$ cat config.mk
export PLATFORM = sky130hd
export DESIGN_NAME = sb_stream_arbiter
export DESIGN_NICKNAME = d
export VERILOG_FILES = /design/src/rtl/sb_arb_pkg.sv /design/src/rtl/sb_rr_pick.sv /design/src/rtl/sb_stream_arbiter.sv
export SDC_FILE = /design/constraint.sdc
export NUM_CORES = 1
export LEC_CHECK = 0
export CAP_MARGIN = 20
export CORE_AREA = 2 2 563 565
export DETAILED_ROUTE_END_ITERATION = 12
export DIE_AREA = 0 0 565 567
export SLEW_MARGIN = 5
export SYNTH_ARGS = -nofsm -noshare
export SYNTH_HDL_FRONTEND = slang
export SYNTH_HIERARCHICAL = 1
export SYNTH_SLANG_ARGS = --single-unit
$ cat constraint.sdc
create_clock -name clk -period 16.6 [get_ports clk]
set_input_delay 3.32 -clock clk [delete_from_list [all_inputs] [get_ports clk]]
set_output_delay 3.32 -clock clk [all_outputs]
set_load 0.1 [all_outputs]
$ cat src/rtl/sb_arb_pkg.sv
// Shared types and helpers for the switchboard stream arbiter.
//   arb_state_e : arbiter FSM states (IDLE = free to arbitrate, LOCKED = packet in flight)
//   SB_DESTW    : default width of the switchboard dest field
//   next_ptr    : round-robin pointer advance with explicit wrap at n-1
package sb_arb_pkg;

    typedef enum logic [0:0] {
        IDLE,
        LOCKED
    } arb_state_e;

    localparam int unsigned SB_DESTW = 32;

    // Explicit compare against n-1 so non-power-of-two N wraps correctly.
    function automatic int unsigned next_ptr(input int unsigned ptr, input int unsigned n);
        return (ptr == n - 32'd1) ? 32'd0 : ptr + 32'd1;
    endfunction

endpackage

$ cat src/rtl/sb_rr_pick.sv
// Combinational round-robin picker.
// Finds the first asserted request searching cyclically upward from ptr_i.
//   req_i        : request vector, one bit per input
//   ptr_i        : index with highest priority this cycle
//   gnt_onehot_o : one-hot grant (all zero when nothing requests)
//   gnt_idx_o    : binary index of the grant (0 when nothing requests)
//   any_o        : at least one request present
module sb_rr_pick #(
    parameter int unsigned N = 4,
    localparam int unsigned IW = $clog2(N)
) (
    input  logic [N-1:0]  req_i,
    input  logic [IW-1:0] ptr_i,
    output logic [N-1:0]  gnt_onehot_o,
    output logic [IW-1:0] gnt_idx_o,
    output logic          any_o
);

    logic [2*N-1:0] req_dbl;
    logic [N-1:0]   req_win;
    int unsigned    sum;

    always_comb begin
        // Doubling the vector lets a plain shift act as a rotate by ptr_i.
        req_dbl   = {req_i, req_i};
        req_win   = N'(req_dbl >> ptr_i);
        any_o     = |req_i;
        gnt_idx_o = '0;
        sum       = 32'd0;
        // Walk downward so the lowest rotated position (highest priority) wins.
        for (int i = N - 1; i >= 0; i--) begin
            if (req_win[i]) begin
                sum = 32'(ptr_i) + 32'(i);
                if (sum >= N) begin
                    sum = sum - N;
                end
                gnt_idx_o = IW'(sum);
            end
        end
        gnt_onehot_o = any_o ? (N'(1) << gnt_idx_o) : '0;
    end

endmodule

$ cat src/rtl/sb_stream_arbiter.sv
// Round-robin, packet-atomic arbiter merging N switchboard streams into one
// registered output stream. A grant is held from a packet's first beat to its
// last beat; between packets the next owner is picked cyclically from rr_ptr.
//   clk, rst              : clock, asynchronous active-high reset
//   in_data/dest/last     : per-input beat fields, input i at [i*W +: W]
//   in_valid / in_ready   : per-input handshake
//   out_data/dest/last    : registered output beat
//   out_valid / out_ready : output handshake
//   grant_idx             : input currently (or most recently) owning the output
//   busy                  : high while a multi-beat packet is in flight
// Optional: define SB_ARB_PKT_STATS_EN to add pkt_count (N x 32-bit per-input
// packet counters, wrapping).
module sb_stream_arbiter
    import sb_arb_pkg::*;
#(
    parameter int unsigned N     = 4,
    parameter int unsigned DW    = 256,
    parameter int unsigned DESTW = SB_DESTW,
    localparam int unsigned IW   = $clog2(N)
) (
    input  logic               clk,
    input  logic               rst,
    input  logic [N*DW-1:0]    in_data,
    input  logic [N*DESTW-1:0] in_dest,
    input  logic [N-1:0]       in_last,
    input  logic [N-1:0]       in_valid,
    output logic [N-1:0]       in_ready,
    output logic [DW-1:0]      out_data,
    output logic [DESTW-1:0]   out_dest,
    output logic               out_last,
    output logic               out_valid,
    input  logic               out_ready,
    output logic [IW-1:0]      grant_idx,
    output logic               busy
`ifdef SB_ARB_PKT_STATS_EN
    ,
    output logic [N*32-1:0]    pkt_count
`endif
);

    arb_state_e        state_q;
    logic [IW-1:0]     rr_ptr_q;
    logic [IW-1:0]     grant_q;
    logic              busy_q;

    logic [DW-1:0]     out_data_q;
    logic [DESTW-1:0]  out_dest_q;
    logic              out_last_q;
    logic              out_valid_q;

    logic [N-1:0]      pick_onehot;
    logic [IW-1:0]     pick_idx;
    logic              pick_any;

    logic              ld;
    logic              sel_valid;
    logic              accept;
    logic              sel_last;
    logic [IW-1:0]     sel_idx;

    sb_rr_pick #(
        .N (N)
    ) u_pick (
        .req_i        (in_valid),
        .ptr_i        (rr_ptr_q),
        .gnt_onehot_o (pick_onehot),
        .gnt_idx_o    (pick_idx),
        .any_o        (pick_any)
    );

    always_comb begin
        ld = !out_valid_q || out_ready;
        if (state_q == LOCKED) begin
            sel_idx   = grant_q;
            sel_valid = in_valid[grant_q];
        end else begin
            sel_idx   = pick_idx;
            sel_valid = pick_any;
        end
        sel_last = in_last[sel_idx];
        accept   = sel_valid && ld && !rst;

        // While locked the owner is offered ready even through gaps in its valid.
        in_ready = '0;
        if (ld && !rst) begin
            in_ready = (state_q == LOCKED) ? (N'(1) << grant_q) : pick_onehot;
        end
    end

    always_ff @(posedge clk or posedge rst) begin
        if (rst) begin
            state_q  <= IDLE;
            rr_ptr_q <= '0;
            grant_q  <= '0;
            busy_q   <= 1'b0;
        end else if (accept) begin
            if (state_q == IDLE) begin
                grant_q <= pick_idx;
                if (sel_last) begin
                    rr_ptr_q <= IW'(next_ptr(32'(pick_idx), N));
                end else begin
                    state_q <= LOCKED;
                    busy_q  <= 1'b1;
                end
            end else if (sel_last) begin
                state_q  <= IDLE;
                busy_q   <= 1'b0;
                rr_ptr_q <= IW'(next_ptr(32'(grant_q), N));
            end
        end
    end

    always_ff @(posedge clk or posedge rst) begin
        if (rst) begin
            out_data_q  <= '0;
            out_dest_q  <= '0;
            out_last_q  <= 1'b0;
            out_valid_q <= 1'b0;
        end else if (accept) begin
            out_data_q  <= in_data[sel_idx*DW +: DW];
            out_dest_q  <= in_dest[sel_idx*DESTW +: DESTW];
            out_last_q  <= sel_last;
            out_valid_q <= 1'b1;
        end else if (out_ready) begin
            out_valid_q <= 1'b0;
        end
    end

    assign out_data  = out_data_q;
    assign out_dest  = out_dest_q;
    assign out_last  = out_last_q;
    assign out_valid = out_valid_q;
    assign grant_idx = grant_q;
    assign busy      = busy_q;

`ifdef SB_ARB_PKT_STATS_EN
    logic [31:0] cnt_q [N];

    always_ff @(posedge clk or posedge rst) begin
        if (rst) begin
            for (int i = 0; i < N; i++) begin
                cnt_q[i] <= 32'd0;
            end
        end else if (accept && sel_last) begin
            cnt_q[sel_idx] <= cnt_q[sel_idx] + 32'd1;
        end
    end

    always_comb begin
        pkt_count = '0;
        for (int i = 0; i < N; i++) begin
            pkt_count[i*32 +: 32] = cnt_q[i];
        end
    end
`endif

endmodule

==> run summary <==
================================================================================
Number of fill cells                                                       35.3k
Final hold slack                                                        0.508 ns
GR Util All Layers                                                         14.8%
Buffer and inverter count on the worst path                                    3
Crit path max-delay family                                          buffers and inverters
Endpoint class of the critical path                                 primary output
# H-tree levels                                                                2
Largest net degree at the start of global routing                             93
Cell chosen for the clock root                                      sky130_fd_sc_hd__clkbuf_16
Count of nets after finishing                                               3646
Register area share after synthesis                                        37.5%
Post-synth ARST share                                                       100%
Worst-case setup slack after placement                                   7.55 ns
Chip height                                                          567 microns
Critical path arrival                                                    5.64 ns
Clock tree from TritonCTS                                                    yes
Final max-slew violation count                                                 0
Share of synthesized area spent on multiplexers                            55.5%
Hold Violations, Final                                                         0
Destination of the worst hold path                                  out_data[116]
Starting utilization of the core area                                      6.29%
Critical-path top delay cell                                        sky130_fd_sc_hd__buf_2
Max Clock Skew                                                         0.0515 ns
I/O Buffers                                                                 1459
Peak clock frequency supported by timing                                 112 MHz
Synthesized-area fraction occupied by and/or/nand/nor cells               0.685%
End of the worst register-to-register path                          out_data[67]
Horizontal extent of the die                                         565 microns
Final critical-path required period                                      8.96 ns
Number of antenna violations at the first check in global routing            374
Net count after synthesis                                                   2213
Worst path cell trace                                               clkdlybuf4s50_1, inv_8, nand2_1, nor2_1, buf_2
Count of vias placed by the detailed router                                20.0k
Insertion delay to the later sink of the worst-skew pair                 0.71 ns
Number of rows created at floorplan                                          206
Number of gates resized after cts                                              0
Core Footprint                                                       0.314 sq mm
IO Pins                                                                     1460
Xor/xnor share of the synthesized area                                        0%
Most common flop cell mapped by yosys                               sky130_fd_sc_hd__dfrtp_1
Synthesized cell area                                               0.0197 sq mm
Count of synthesis-stage warnings from yosys                                   6
Biggest area contributors in the synthesized netlist                sky130_fd_sc_hd__dfrtp_1 38%, sky130_fd_sc_hd__mux4_2 33%, sky130_fd_sc_hd__mux2_4 22%
Clock-pin slew on the worst setup and hold paths                         0.06 ns
Worst path required time                                                13.28 ns
Total CTS buffers                                                             46
Most frequent cell after synthesis                                  sky130_fd_sc_hd__dfrtp_1
Instance count on the critical path                                            5
Synth Area in Compound Gates                                              0.818%
Dominant combinational cell family by area after synthesis          multiplexers
Setup repair after global routing missed its margin                           no
Startpoint of the lowest-slack register-to-register path            grant_idx[0]
Status                                                              finished clean
Max Cap Violations                                                             0
Final WS setup                                                           7.64 ns
Worst Tran Pin Value                                                     1.19 ns
Worst vdd ir                                                          0.000166 V
Number of nets still failing antenna checks after routing                      0
Gate count of the mapped netlist                                            1045
WL/cell                                                             36.5 microns
Average footprint of a synthesized cell                               18.9 sq um
Count of different cell masters after synthesis                               37
Highest cell delay on the worst timing path                              0.52 ns
Vias in the first global route                                             19.9k
Path type of the worst min-delay path                                    reg2reg
R2R setup slack                                                         11.62 ns
GRT overflow                                                                   0
Post-detailed-route DRC marker count                                           0
Post-synth top cells                                                296 x sky130_fd_sc_hd__dfrtp_1, 290 x sky130_fd_sc_hd__mux4_2, 288 x sky130_fd_sc_hd__mux2_4
Post-synthesis sequential element count                                      296
Area share of the largest cell type after synthesis                        37.5%
Setup TNS after final layout                                                0 ns
Area used by multi-input combinational logic                        0.0114 sq mm
Number of detailed-routing iterations run before antenna repair                7
Post-CTS Repair Setup Buffers                                                  0
Count of final setup violators                                                 0
Layout overhead on the synthesized area                                     104%
HPWL after DPL                                                      225000 microns
First-pass GRT wire length                                          290000 microns
Power density relative to cell area                                  232 mW/mm^2
Startpoint of the most critical hold path                           out_data[116]
Final Routed Wirelength                                             247000 microns
Clock tree buffer depth                                                        3
Layout Cells excl Fill                                                      6765
Leak Pwr                                                                 14.3 nW
Logic depth of the worst register-to-register path                             7
Full die area                                                        0.320 sq mm
Number of enable flip-flop cells after synthesis                               0
Max transition margin                                                      20.4%
Placed Cells incl. Taps                                                     6590
Setup crit start kind                                                 input port
Highest net fanout along the worst path                                       60
Ratio of cells with drive above 1 in the final layout                      32.1%
Hold-critical path depth                                                       1
Synthesized-area fraction occupied by adder cells                         0.317%
DRT iter0 DRCs                                                              1560
Final worst path period share                                              54.0%
Crit Path Class                                                           in2out
Number of buffers added to fix hold violations after cts                       0
Routability-driven placement congestion ratio                               1.10
Sinks on the clock net                                                       296
Average via count per standard cell                                         2.95
Biggest area consumer among synthesized cells                       sky130_fd_sc_hd__dfrtp_1
Storage element area                                                0.00741 sq mm
================================================================================
-- where the power goes --
part           internal (W)  switching (W)
registers           0.00111       0.000297
logic               0.00236        0.00453
clock network      0.000604       0.000451
-- how the worst max path moves through the flow --
stage / start / to
floorplan: rst / in_ready[0]
global placement: rst / in_ready[1]
detailed placement: rst / in_ready[1]
CTS: rst / in_ready[1]
global route: rst / in_ready[1]
finish: rst / in_ready[1]
-- registers in the layout, indices dropped and copies added (netlist names) --
name       cells
busy           1
grant_idx      2
out_data     256
out_dest      32
out_last       1
out_valid      1
rr_ptr_q       2
state_q        1
-- routing by layer --
metal | vias to the layer above | routed length (microns) | global-route usage, %
li1 | 7318 | - | -
met1 | 9806 | 82200 | 14.6
met2 | 1812 | 108000 | 23.5
met3 | 780 | 42100 | 11.3
met4 | 258 | 12400 | 5.60
met5 | - | 1780 | 0
-- cells by family (layout without fill, tap and decap cells) --
logic type      after synthesis  in the layout
flops                       296            296
fa+ha+maj                     5              5
buf+inv                     106           1573
simple gates                 27             27
mux                         588            588
compound gates               23             23
other cells                   0             93
-- per-stage QoR --
step,area [sq um],utilization [%],total power (W)
floorplan,19700,-,0.00634
global placement,38500,12.3,0.00832
detailed placement,38500,12.3,0.00836
CTS,40000,12.8,0.00947
global route,40100,12.8,0.00966
finish,40300,12.8,0.00935
-- worst reg2reg max path: cells and delay by family (launching register included) --
kind / cells / cell delay, ns
buf+inv: 3 / 2.33
mux: 3 / 1.20
flops: 1 / 0.70
simple gates: 1 / 0.60
-- layout by cell type, fill, tap and decap left out, types with 2 or more instances in the layout --
| master | instances |
|---|---|
| sky130_fd_sc_hd__clkdlybuf4s50_1 | 1337 |
| sky130_fd_sc_hd__dfrtp_1 | 296 |
| sky130_fd_sc_hd__mux4_2 | 290 |
| sky130_fd_sc_hd__mux2_4 | 288 |
| sky130_fd_sc_hd__buf_4 | 116 |
| sky130_fd_sc_hd__diode_2 | 93 |
| sky130_fd_sc_hd__clkbuf_16 | 47 |
| sky130_fd_sc_hd__buf_2 | 22 |
| sky130_fd_sc_hd__clkbuf_1 | 11 |
| sky130_fd_sc_hd__nor2_1 | 9 |
| sky130_fd_sc_hd__buf_12 | 8 |
| sky130_fd_sc_hd__inv_1 | 7 |
| sky130_fd_sc_hd__clkinv_2 | 7 |
| sky130_fd_sc_hd__nand2_1 | 6 |
| sky130_fd_sc_hd__o21ai_0 | 5 |
| sky130_fd_sc_hd__ha_1 | 5 |
| sky130_fd_sc_hd__clkbuf_8 | 5 |
| sky130_fd_sc_hd__a21oi_1 | 5 |
| sky130_fd_sc_hd__mux2i_1 | 4 |
| sky130_fd_sc_hd__mux2_2 | 4 |
| sky130_fd_sc_hd__bufinv_16 | 4 |
| sky130_fd_sc_hd__nand3_1 | 3 |
| sky130_fd_sc_hd__mux2_8 | 2 |
| sky130_fd_sc_hd__nand2b_1 | 2 |
| sky130_fd_sc_hd__clkinv_8 | 2 |
| sky130_fd_sc_hd__inv_6 | 2 |
| sky130_fd_sc_hd__clkinvlp_4 | 2 |
| sky130_fd_sc_hd__clkinv_4 | 2 |
| sky130_fd_sc_hd__o21ai_1 | 2 |
-- area by class of cell --
cell class              count  area share, %
inverters                   8         0.0932
diodes                     93          0.578
clock inverters            19          0.590
flip-flops and latches    296           18.4
repair buffers           1483           36.1
clock buffers              63           3.19
well taps                4160           12.9
multi-input cells         643           28.2
Note: power is estimated with default switching activity, not from simulation.
